<file path="src/rtl/adder_pkg.sv">
// Shared definitions for the digit-serial adder/subtractor.
// Latency: n/a (types and elaboration-time helpers only).
// Backpressure: n/a.
//
// Contents:
//   state_t      - control FSM states (IDLE accepts, RUN steps digits, DONE presents)
//   digit_count  - number of DIGIT-wide steps needed to cover WIDTH bits
package adder_pkg;

    typedef enum logic [1:0] {
        IDLE = 2'd0,
        RUN  = 2'd1,
        DONE = 2'd2
    } state_t;

    // Number of clock steps one operation takes in RUN.
    function automatic int digit_count(input int width, input int digit);
        return width / digit;
    endfunction

    // Counter width for digit_count steps, never narrower than one bit.
    function automatic int count_width(input int steps);
        return (steps > 1) ? $clog2(steps) : 1;
    endfunction

endpackage

</file>
<file path="src/rtl/full_adder_cell.sv">
// One-bit full adder made of two half adders.
// Latency: purely combinational.
// Backpressure: n/a.
//
// Ports:
//   a, b  - addend bits
//   ci    - carry in
//   s     - sum bit
//   co    - carry out (either half adder may generate it, never both)
module full_adder_cell (
    input  logic a,
    input  logic b,
    input  logic ci,
    output logic s,
    output logic co
);

    logic half_sum;
    logic carry1;
    logic carry2;

    // First half adder: a + b.
    assign half_sum = a ^ b;
    assign carry1   = a & b;

    // Second half adder: partial sum + carry in.
    assign s      = half_sum ^ ci;
    assign carry2 = half_sum & ci;

    // The two half-adder carries are mutually exclusive, so OR is exact.
    assign co = carry1 | carry2;

endmodule

</file>
<file path="src/rtl/serial_adder.sv">
// Digit-serial adder/subtractor: WIDTH-bit operands processed DIGIT bits per clock.
// Latency: result valid WIDTH/DIGIT edges after accept; one op per WIDTH/DIGIT+2 cycles.
// Backpressure: holds DONE with stable outputs until out_ready; in_ready low outside IDLE.
//
// Ports:
//   clk, rst            - clock, asynchronous active-high reset
//   in_valid / in_ready - operand handshake (a, b, sub, cin sampled on accept only)
//   sub                 - 0: a + b + cin, 1: a - b - cin (cin acts as borrow)
//   out_valid/out_ready - result handshake
//   sum                 - result modulo 2^WIDTH
//   cout                - carry out of MSB; for subtraction 1 means no borrow
//   overflow            - signed overflow (carry into MSB xor carry out of MSB)
module serial_adder
    import adder_pkg::*;
#(
    parameter int WIDTH = 8,
    parameter int DIGIT = 1
) (
    input  logic             clk,
    input  logic             rst,
    input  logic             in_valid,
    output logic             in_ready,
    input  logic [WIDTH-1:0] a,
    input  logic [WIDTH-1:0] b,
    input  logic             sub,
    input  logic             cin,
    output logic             out_valid,
    input  logic             out_ready,
    output logic [WIDTH-1:0] sum,
    output logic             cout,
    output logic             overflow
);

    localparam int N     = digit_count(WIDTH, DIGIT);
    localparam int CNT_W = count_width(N);

    // Reject illegal geometries at elaboration.
    if (WIDTH < 2) begin : g_bad_width
        $error("serial_adder: WIDTH must be at least 2");
    end
    if (DIGIT < 1 || (WIDTH % DIGIT) != 0) begin : g_bad_digit
        $error("serial_adder: DIGIT must be positive and divide WIDTH");
    end

    // ------------------------------------------------------------------
    // State
    // ------------------------------------------------------------------
    state_t             state_q;
    state_t             state_d;
    logic [WIDTH-1:0]   op_a_q;
    logic [WIDTH-1:0]   op_b_q;
    logic               carry_q;
    logic [CNT_W-1:0]   cnt_q;
    logic [WIDTH-1:0]   sum_q;
    logic               cout_q;
    logic               ovf_q;

    logic               accept;
    logic               step;
    logic               last_digit;

    // ------------------------------------------------------------------
    // Digit datapath: DIGIT chained full-adder cells on the low operand bits
    // ------------------------------------------------------------------
    logic [DIGIT:0]     carry_chain;
    logic [DIGIT-1:0]   digit_sum;
    logic [WIDTH-1:0]   sum_shift;
    logic               msb_ci;
    logic               chain_co;

    assign carry_chain[0] = carry_q;

    for (genvar i = 0; i < DIGIT; i++) begin : g_cell
        full_adder_cell u_cell (
            .a  (op_a_q[i]),
            .b  (op_b_q[i]),
            .ci (carry_chain[i]),
            .s  (digit_sum[i]),
            .co (carry_chain[i+1])
        );
    end

    // On the last digit the top cell is the operand MSB, so its carry-in
    // and the chain carry-out give the signed overflow condition.
    assign msb_ci   = carry_chain[DIGIT-1];
    assign chain_co = carry_chain[DIGIT];

    // Result bits enter from the MSB side; after N steps the first digit
    // has walked down to bit 0.
    if (DIGIT == WIDTH) begin : g_sum_whole
        assign sum_shift = digit_sum;
    end else begin : g_sum_shift
        assign sum_shift = {digit_sum, sum_q[WIDTH-1:DIGIT]};
    end

    // ------------------------------------------------------------------
    // Control FSM
    // ------------------------------------------------------------------
    assign last_digit = (cnt_q == CNT_W'(N - 1));

    always_ff @(posedge clk or posedge rst) begin
        if (rst) begin
            state_q <= IDLE;
        end else begin
            state_q <= state_d;
        end
    end

    always_comb begin
        state_d = state_q;
        accept  = 1'b0;
        step    = 1'b0;
        case (state_q)
            IDLE: begin
                if (in_valid) begin
                    accept  = 1'b1;
                    state_d = RUN;
                end
            end
            RUN: begin
                step = 1'b1;
                if (last_digit) begin
                    state_d = DONE;
                end
            end
            DONE: begin
                if (out_ready) begin
                    state_d = IDLE;
                end
            end
            default: begin
                state_d = IDLE;
            end
        endcase
    end

    // ------------------------------------------------------------------
    // Operand, carry, counter and result registers
    // ------------------------------------------------------------------
    always_ff @(posedge clk or posedge rst) begin
        if (rst) begin
            op_a_q  <= '0;
            op_b_q  <= '0;
            carry_q <= 1'b0;
            cnt_q   <= '0;
            sum_q   <= '0;
            cout_q  <= 1'b0;
            ovf_q   <= 1'b0;
        end else if (accept) begin
            // Subtraction is a + ~b + 1; a borrow-in removes the +1.
            op_a_q  <= a;
            op_b_q  <= sub ? ~b : b;
            carry_q <= cin ^ sub;
            cnt_q   <= '0;
        end else if (step) begin
            op_a_q  <= op_a_q >> DIGIT;
            op_b_q  <= op_b_q >> DIGIT;
            sum_q   <= sum_shift;
            carry_q <= chain_co;
            cnt_q   <= cnt_q + CNT_W'(1);
            if (last_digit) begin
                cout_q <= chain_co;
                ovf_q  <= msb_ci ^ chain_co;
            end
        end
    end

    // ------------------------------------------------------------------
    // Outputs: all decoded from registers only
    // ------------------------------------------------------------------
    assign in_ready  = (state_q == IDLE);
    assign out_valid = (state_q == DONE);
    assign sum       = sum_q;
    assign cout      = cout_q;
    assign overflow  = ovf_q;

endmodule

</file>
<file path="config.mk">
export PLATFORM = sky130hd
export DESIGN_NAME = serial_adder
export DESIGN_NICKNAME = d
export VERILOG_FILES = /design/src/rtl/adder_pkg.sv /design/src/rtl/full_adder_cell.sv /design/src/rtl/serial_adder.sv
export SDC_FILE = /design/constraint.sdc
export NUM_CORES = 1
export LEC_CHECK = 0
export CAP_MARGIN = 20
export CORE_MARGIN = 3
export CORE_UTILIZATION = 45
export CTS_CLUSTER_SIZE = 24
export DETAILED_ROUTE_END_ITERATION = 10
export PLACE_DENSITY = 0.81
export SLEW_MARGIN = 20
export SYNTH_ARGS = -nofsm -noshare
export SYNTH_HDL_FRONTEND = slang
export SYNTH_HIERARCHICAL = 1
export SYNTH_SLANG_ARGS = --single-unit
</file>
<file path="constraint.sdc">
create_clock -name clk -period 2.4 [get_ports clk]
set_input_delay 0.24 -clock clk [delete_from_list [all_inputs] [get_ports clk]]
set_output_delay 0.24 -clock clk [all_outputs]
set_load 0.05 [all_outputs]
</file>
Word level (Yosys, flattened, before mapping)
Cells that the tools add are included.
W data, S select, Z words.
{"block": "classes", "add_sub_neg": 1, "n_eq_ne": 6, "n_mux": 16, "n_bitwise": 9, "n_reduce_logical": 5}
{"operator": "$mux W8", "n": 5}
{"operator": "$not A8 Y8", "n": 1}
{"operator": "$mux W2", "n": 3}
{"operator": "$mux W3", "n": 2}
{"operator": "$pmux W2 S3", "n": 1}
{"operator": "$reduce_and A3 Y1", "n": 2}
{"operator": "$mux W1", "n": 5}
{"operator": "$ne A2 B2 Y1 const B", "n": 2}
{"operator": "$xor A1 B1 Y1", "n": 4}
{"operator": "$add A3 B1 Y3 const B", "n": 1}
{"operator": "$eq A3 B3 Y1 const B", "n": 1}
{"operator": "$and A1 B1 Y1", "n": 2}
{"operator": "$eq A2 B1 Y1 const B", "n": 1}
{"operator": "$eq A2 B2 Y1 const B", "n": 1}
{"operator": "$logic_not A2 Y1", "n": 1}
{"operator": "$ne A2 B1 Y1 const B", "n": 1}
{"operator": "$reduce_and A2 Y1", "n": 1}
{"operator": "$reduce_bool A2 Y1", "n": 1}
{"operator": "$not A1 Y1", "n": 1}
{"operator": "$or A1 B1 Y1", "n": 1}
{"block": "totals", "regBits": 32, "in_bits": 22, "output_inout_bits": 12, "elab_cells": 45}

Logic depth before layout (Yosys ltp)
Gate-level depths: netlist of the first run.
{"block": "depth", "ltp_word": 5, "ltp_mapped": 5, "mapped_depth_nobuf": 4}

By module
The synthesis of the first run kept the hierarchy.
{"mod": "serial_adder", "instances": 1, "cells_each": 149, "area_per_inst_um2": 1457.6, "seq_area_each_um2": 800.8}
{"mod": "full_adder_cell", "instances": 1, "cells_each": 1, "area_per_inst_um2": 20.0, "seq_area_each_um2": 0.0}

Worst setup path before layout of the first run
OpenSTA, ideal clock, no wires.
{"block": "synth_timing", "path_kind": "reg-to-reg", "from": "register op_a_q[0]", "to": "register ovf_q, in the netlist overflow", "t_arrival_ns": 1.262, "setup_slack_ns": 1.010, "path_stages_with_launch": 4, "period_less_slack_ns": 1.390, "cell_sequence": "dfrtp_1 -> fa_1 -> xor2_1 -> mux2_1"}
{"block": "synth_via", "elab_chain_cells": 4, "word_cells_on_any_way": 5, "cone_classes": "bitwise (5)"}
{"item": "start, declared", "line_no": "serial_adder.sv:50", "source": "logic [WIDTH-1:0] op_a_q;"}
{"item": "start signal, assigned", "line_no": "serial_adder.sv:156", "source": "op_a_q <= op_a_q >> DIGIT;"}
{"item": "$xor A1 B1 Y1", "line_no": "full_adder_cell.sv:23", "source": "assign half_sum = a ^ b;"}
{"item": "$and A1 B1 Y1", "line_no": "full_adder_cell.sv:28", "source": "assign carry2 = half_sum & ci;"}
{"item": "$or A1 B1 Y1 (*)", "line_no": "full_adder_cell.sv:31", "source": "assign co = carry1 | carry2;"}
{"item": "net chain_co", "line_no": "serial_adder.sv:69", "source": "logic chain_co;"}
{"item": "$xor A1 B1 Y1 (*)", "line_no": "serial_adder.sv:163", "source": "ovf_q <= msb_ci ^ chain_co;"}
{"item": "end signal, assigned", "line_no": "serial_adder.sv:163"}
{"item": "end, declared", "line_no": "serial_adder.sv:56", "source": "logic ovf_q;"}
The timed path passes the listed nets; every way through them passes the cells marked *.
A chain may end at the register's enable or synchronous reset.

Final worst setup path of the first run
{"block": "layout_timing", "from": "register state_q[0]", "to": "output out_valid"}
{"block": "layout_via", "elab_chain_cells": 1}
{"item": "start, declared", "line_no": "serial_adder.sv:48", "source": "state_t state_q;"}
{"item": "start signal, assigned", "line_no": "serial_adder.sv:105", "source": "state_q <= state_d;"}
{"item": "$eq A2 B2 Y1", "line_no": "serial_adder.sv:172", "source": "assign out_valid = (state_q == DONE);"}
{"item": "end, declared", "line_no": "serial_adder.sv:27", "source": "output logic out_valid,"}
No other way between the ends.

==> results.tsv, run 1 <==
metric	value	unit
status	complete, no violations	
Final Wtd Congestion	0.696	
syn avg cell area	9.85	sq um
Synth Instances	150	
synthesized flop and latch total	32	
crit path DAT	1790	ps
CP required	2160	ps
RR Endpoint	op_b_q[6]$_DFFE_PP0P_	
GR Util All Layers	14.5	%
Die Span X	63.3	um
most common cell in the synthesized netlist	nand2_1	
commonest cells in the netlist	55 x nand2_1, 32 x dfrtp_1, 11 x o21ai_0	
Slew Limit Fails	0	
Synth cell types	21	
# port buffers	33	
area grow syn2layout	28.5	%
worst-case clock buffer depth	2	
CP Capture Point	out_valid	
critical path endpoint category	primary output	
Worst R2R Start	state_q[0]$_DFFE_PP0P_	
Post-synth ARST share	100	%
Post-Route WL	2550	um
syn nets	175	
fraction of layout cells with a size suffix above 1	6.49	%
crit path kind	register to primary output	
startpoint types	register	
Initial DRC Count	33	
hold crit path type	input port to asynchronous set/reset pin	
Critical Path Source	state_q[0]$_DFFE_PP0P_	
Util after Layout	61.2	%
final hold viol count	0	
FP Rows	20	
worst skew pair latency	320	ps
maximum vdd drop	0.430	mV
GR Layer Usage met3	4.28	%
Yosys top cell area share	54.2	%
Die Y-Extent	63.3	um
GRT overflow	0	
gr busiest metal	met2	
slew margin rel.	59.3	%
CTS H-tree lvls	2	
# hold bufs at CTS	0	
clk_skew	4.26	ps
met1 Track Usage GR	17.5	%
setup TNS	0	ps
Worst-Margin Slew	611	ps
Initial Utilization	47.6	%
Cell Area, Synth	1480	sq um
DP HPWL	1850	um
ant diodes	0	
length in cells of the worst reg-to-reg path	4	
final net count	209	
first-pass GRT wire length	4560	um
Post-CTS Resized	0	
postcts setup bufs	0	
met2 GRT Util	24.0	%
final setup fails	0	
power density over the cells	1260	nW/um^2
clock sinks	32	
period utilization	84.5	%
Max Freq	0.493	GHz
largest net degree at the start of global routing	33	
initial antenna violation count	0	
Synth area leader	dfrtp_1	
Max-cap violations	0	
Vias	1092	
CTS tree	yes	
Leak	0.916	nW
drt pass-1 iters	4	
Post-synth EDFFs	0	
Ports	34	
cts bufs inserted	5	
Post-DRT Antenna Nets	0	
die area	4010	sq um
DRC viols	0	
Reg clk slew, reported paths	90	ps
RSZ-0062 raised after global routing	false	
ys flop type	dfrtp_1	
peak fanout along the critical path	6	
r2r setup slk	810	ps
sequential area share after synthesis	54.2	%
number of global-route vias before repair	1066	
synth top area cells	dfrtp_1 54%, nand2_1 14%, xor2_1 5.9%	
wire per inst	11.1	um
fin crit period	2030	ps
CORE AREA	3100	sq um
synth warn	6	
clk root buf	clkbuf_4	
vias per inst	4.77	
sequential cells by signal, summed over array words and instances (netlist names):
signal    count
op_a_q        8
op_b_q        8
sum           8
cnt_q         3
state_q       2
carry_q       1
cout          1
overflow      1
layer usage:
layer / wire, um / part of all wire, % / vias up
met1: 1120 / 44 / 505
li1: - / - / 554
met3: 162 / 6.4 / 4
met5: 0 / 0 / -
met4: 31 / 1.2 / 0
met2: 1240 / 48 / 29
cell type report:
cell class                 instances  area (sq um)
fill                             292          1200
sequential                        32           801
multi-input combinational        107           623
timing repair buffer              36           353
clock buffer                       8          58.8
tap                               44          55.1
inverter                           2          7.51
metrics by stage:
stage          area, sq um  power, mW  setup slack [ps]  hold slack [ps]  cells
2_1_floorplan         1480       1.79              1010              348    150
3_3_place_gp          1840       2.06               746              459    221
3_5_place_dp          1840       2.11               733              462    221
4_1_cts               1900       2.42               364              310    229
5_1_grt               1900       2.59               301              329    229
6_report              1900       2.39               372              301    229
worst max-delay path, cell delays in order (launching register included):
cell,delay (ps)
dfrtp_1,440
nand2b_1,170
inv_1,60
clkdlybuf4s50_1,800
worst min-delay path by stage:
stage,slack [ps],depth (start not counted),to
finish,300,3,sum[2]$_DFFE_PP0P_
global route,330,3,sum[4]$_DFFE_PP0P_
CTS,310,3,sum[3]$_DFFE_PP0P_
detailed placement,460,2,sum[0]$_DFFE_PP0P_
global placement,460,2,op_a_q[3]$_DFFE_PP0P_
floorplan,350,1,state_q[1]$_DFFE_PP0P_
where the power goes:
| group | internal (mW) | switching [mW] | leakage (nW) |
|---|---|---|---|
| combinational | 0.437 | 0.720 | 0.476 |
| clock | 0.144 | 0.167 | 0.0326 |
| sequential | 0.776 | 0.150 | 0.408 |
| total | 1.36 | 1.04 | 0.916 |
cells in the final DEF, fill, tap and decap left out:
| master | synthesis | routed |
|---|---|---|
| dfrtp_1 | 32 | 32 |
| clkbuf_8 | 0 | 1 |
| nand2_1 | 55 | 55 |
| mux2i_1 | 8 | 8 |
| clkdlybuf4s50_1 | 0 | 33 |
| o21ai_0 | 11 | 11 |
| nand2b_1 | 2 | 2 |
| clkbuf_4 | 0 | 5 |
| o21ai_1 | 3 | 3 |
| nor3b_2 | 0 | 1 |
| inv_1 | 2 | 2 |
| xor2_1 | 10 | 10 |
| o21bai_1 | 2 | 2 |
| nand2_2 | 1 | 1 |
| ha_1 | 2 | 2 |
| nor2b_2 | 0 | 1 |
| a22oi_1 | 7 | 7 |
| mux2_1 | 2 | 2 |
| fa_1 | 1 | 1 |
| buf_4 | 1 | 3 |
| clkbuf_1 | 0 | 2 |
| nor2_1 | 1 | 1 |
cells by family (layout without fill, tap and decap cells):
group,after synthesis,after routing,share of synthesized area (%)
and+or+nand+nor,61,61,16.4
DFF,32,32,54.2
AOI/OAI and AO/OA,23,23,9.31
buffers and inverters,11,46,4.15
xor gates and xnor gates,10,10,5.93
muxes,10,10,6.94
adders and majority gates,3,3,3.05
Note: power is estimated with default switching activity, not from simulation.
==> run 2: changes to the inputs <==
CORE_UTILIZATION = 44   (was 45)
PLACE_DENSITY = 0.82   (was 0.81)
clock period = 1.85 ns   (was 2.4 ns; I/O delays follow)
==> results.tsv, run 2 (synthesis gave the netlist of run 1 again) <==
metric	value	unit
status	complete, no violations	
final setup fails	0	
Area after DPL	1860	sq um
fin crit period	1710	ps
vias per inst	4.94	
Leak	0.954	nW
WP buf/inv	1	
final instance area	1960	sq um
# port buffers	33	
FP Rows	20	
CP cell instances	clkdlybuf4s50_1	
GR Util All Layers	16.2	%
number of global-route vias before repair	1175	
clk root buf	clkbuf_4	
power density over the cells	1720	nW/um^2
maximum vdd drop	0.724	mV
cts bufs inserted	5	
first-pass GRT wire length	5020	um
slowest CP cell	clkdlybuf4s50_1	
CTS tree	yes	
period utilization	92.7	%
final hold viol count	0	
initial antenna violation count	0	
RSZ-0062 raised after global routing	false	
Ports	34	
Multi-input gate area	623	sq um
crit path kind	register to primary output	
critical path endpoint category	primary output	
clk_skew	4.74	ps
area grow syn2layout	32.4	%
Final Wtd Congestion	0.771	
Slew Limit Fails	0	
startpoint types	register	
FILL cells	278	
final net count	211	
CORE AREA	3130	sq um
switch share	41.1	%
Die Y-Extent	64.0	um
worst skew pair latency	330	ps
Logic pwr share	46.7	%
Post-Route WL	2740	um
Non-Filler Instances	231	
most common cell after layout, fill and taps aside	nand2_1	
die area	4090	sq um
# hold bufs at CTS	0	
wire per inst	11.9	um
setup TNS	0	ps
Vias	1140	
GRT overflow	0	
DRC viols	0	
Post-DRT Antenna Nets	0	
CP peak stage delay	810	ps
clock network power share	17.5	%
clock sinks	32	
Initial Utilization	47.2	%
net switching power	1.38	mW
Post-CTS Resized	0	
drt pass-1 iters	4	
Reg clk slew, reported paths	90	ps
Max-cap violations	0	
family with the most delay on the worst path	buffers and inverters	
crit path DAT	1530	ps
CP required	1660	ps
postcts setup bufs	0	
Reg area	801	sq um
hold crit path type	input port to asynchronous set/reset pin	
slew margin rel.	66.7	%
largest net degree at the start of global routing	33	
ant diodes	0	
most frequent cells in the layout	55 x nand2_1, 32 x dfrtp_1, 31 x clkdlybuf4s50_1	
Flop pwr share	35.8	%
placed insts	223	
peak fanout along the critical path	3	
Power Internal	1.98	mW
Util after Layout	62.6	%
worst-case clock buffer depth	2	
DP HPWL	2080	um
Max Freq	0.583	GHz
Worst-Margin Slew	498	ps
Die Span X	64.0	um
Hold WS	224	ps
fraction of layout cells with a size suffix above 1	9.63	%
CTS H-tree lvls	2	
Initial DRC Count	65	
## run 2: cell count changes in the layout (fill, tap and decap cells not counted)
cell and change:
buf_12 +1, buf_4 +3, bufinv_16 +1, clkbuf_1 -2
clkbuf_8 +1, clkdlybuf4s50_1 -2
## run 2: metrics by stage
step                power [mW]  setup WS, ps
floorplan                 2.32           460
global placement          2.74           444
detailed placement        2.82           403
CTS                       3.42           106
global route              3.65          63.4
finish                    3.37           135
## run 2: power by group through the flow
stage               registers (mW)  logic [mW]  clock network (mW)
floorplan                     1.51       0.810                   0
global placement              1.20        1.54                   0
detailed placement            1.23        1.59                   0
CTS                           1.21        1.60               0.607
global route                  1.25        1.75               0.642
finish                        1.20        1.57               0.591
## run 2: path summary, 6_finish.rpt
kind,start,end,slack (ps),cells after the start
max,sum[7]$_DFFE_PP0P_,sum[7],140,1
min,rst,sum[6]$_DFFE_PP0P_,220,3
max reg2reg,op_a_q[0]$_DFFE_PP0P_,overflow$_DFFE_PP0P_,400,3
min reg2reg,sum[0]$_DFFE_PP0P_,sum[0]$_DFFE_PP0P_,480,2
max in group asynchronous,rst,state_q[1]$_DFFE_PP0P_,1340,3
min in group clk,a[7],op_a_q[7]$_DFFE_PP0P_,400,3
## run 2: per-layer routing
layer  up-vias  GRT usage (%)  wire [um]
met5         -              0          0
met4         0           7.55         46
met3         6           6.85        204
met2        41           29.5       1450
met1       535           15.4       1040
li1        558              -          -
## run 2: area by class of cell
| class | count | area share [%] |
|---|---|---|
| timing repair buffer | 38 | 19.2 |
| tap | 44 | 2.81 |
| inverter | 2 | 0.384 |
| clock buffer | 7 | 3.32 |
| sequential | 32 | 40.9 |
| multi-input combinational | 107 | 31.8 |
| clock inverter | 1 | 1.53 |
==> run 3: changes to the inputs <==
ABC_CLOCK_PERIOD_IN_PS = 1850   (was not set)
==> results of run 3 <==
No change in the layout: final DEF, timing and power equal those of run 2.
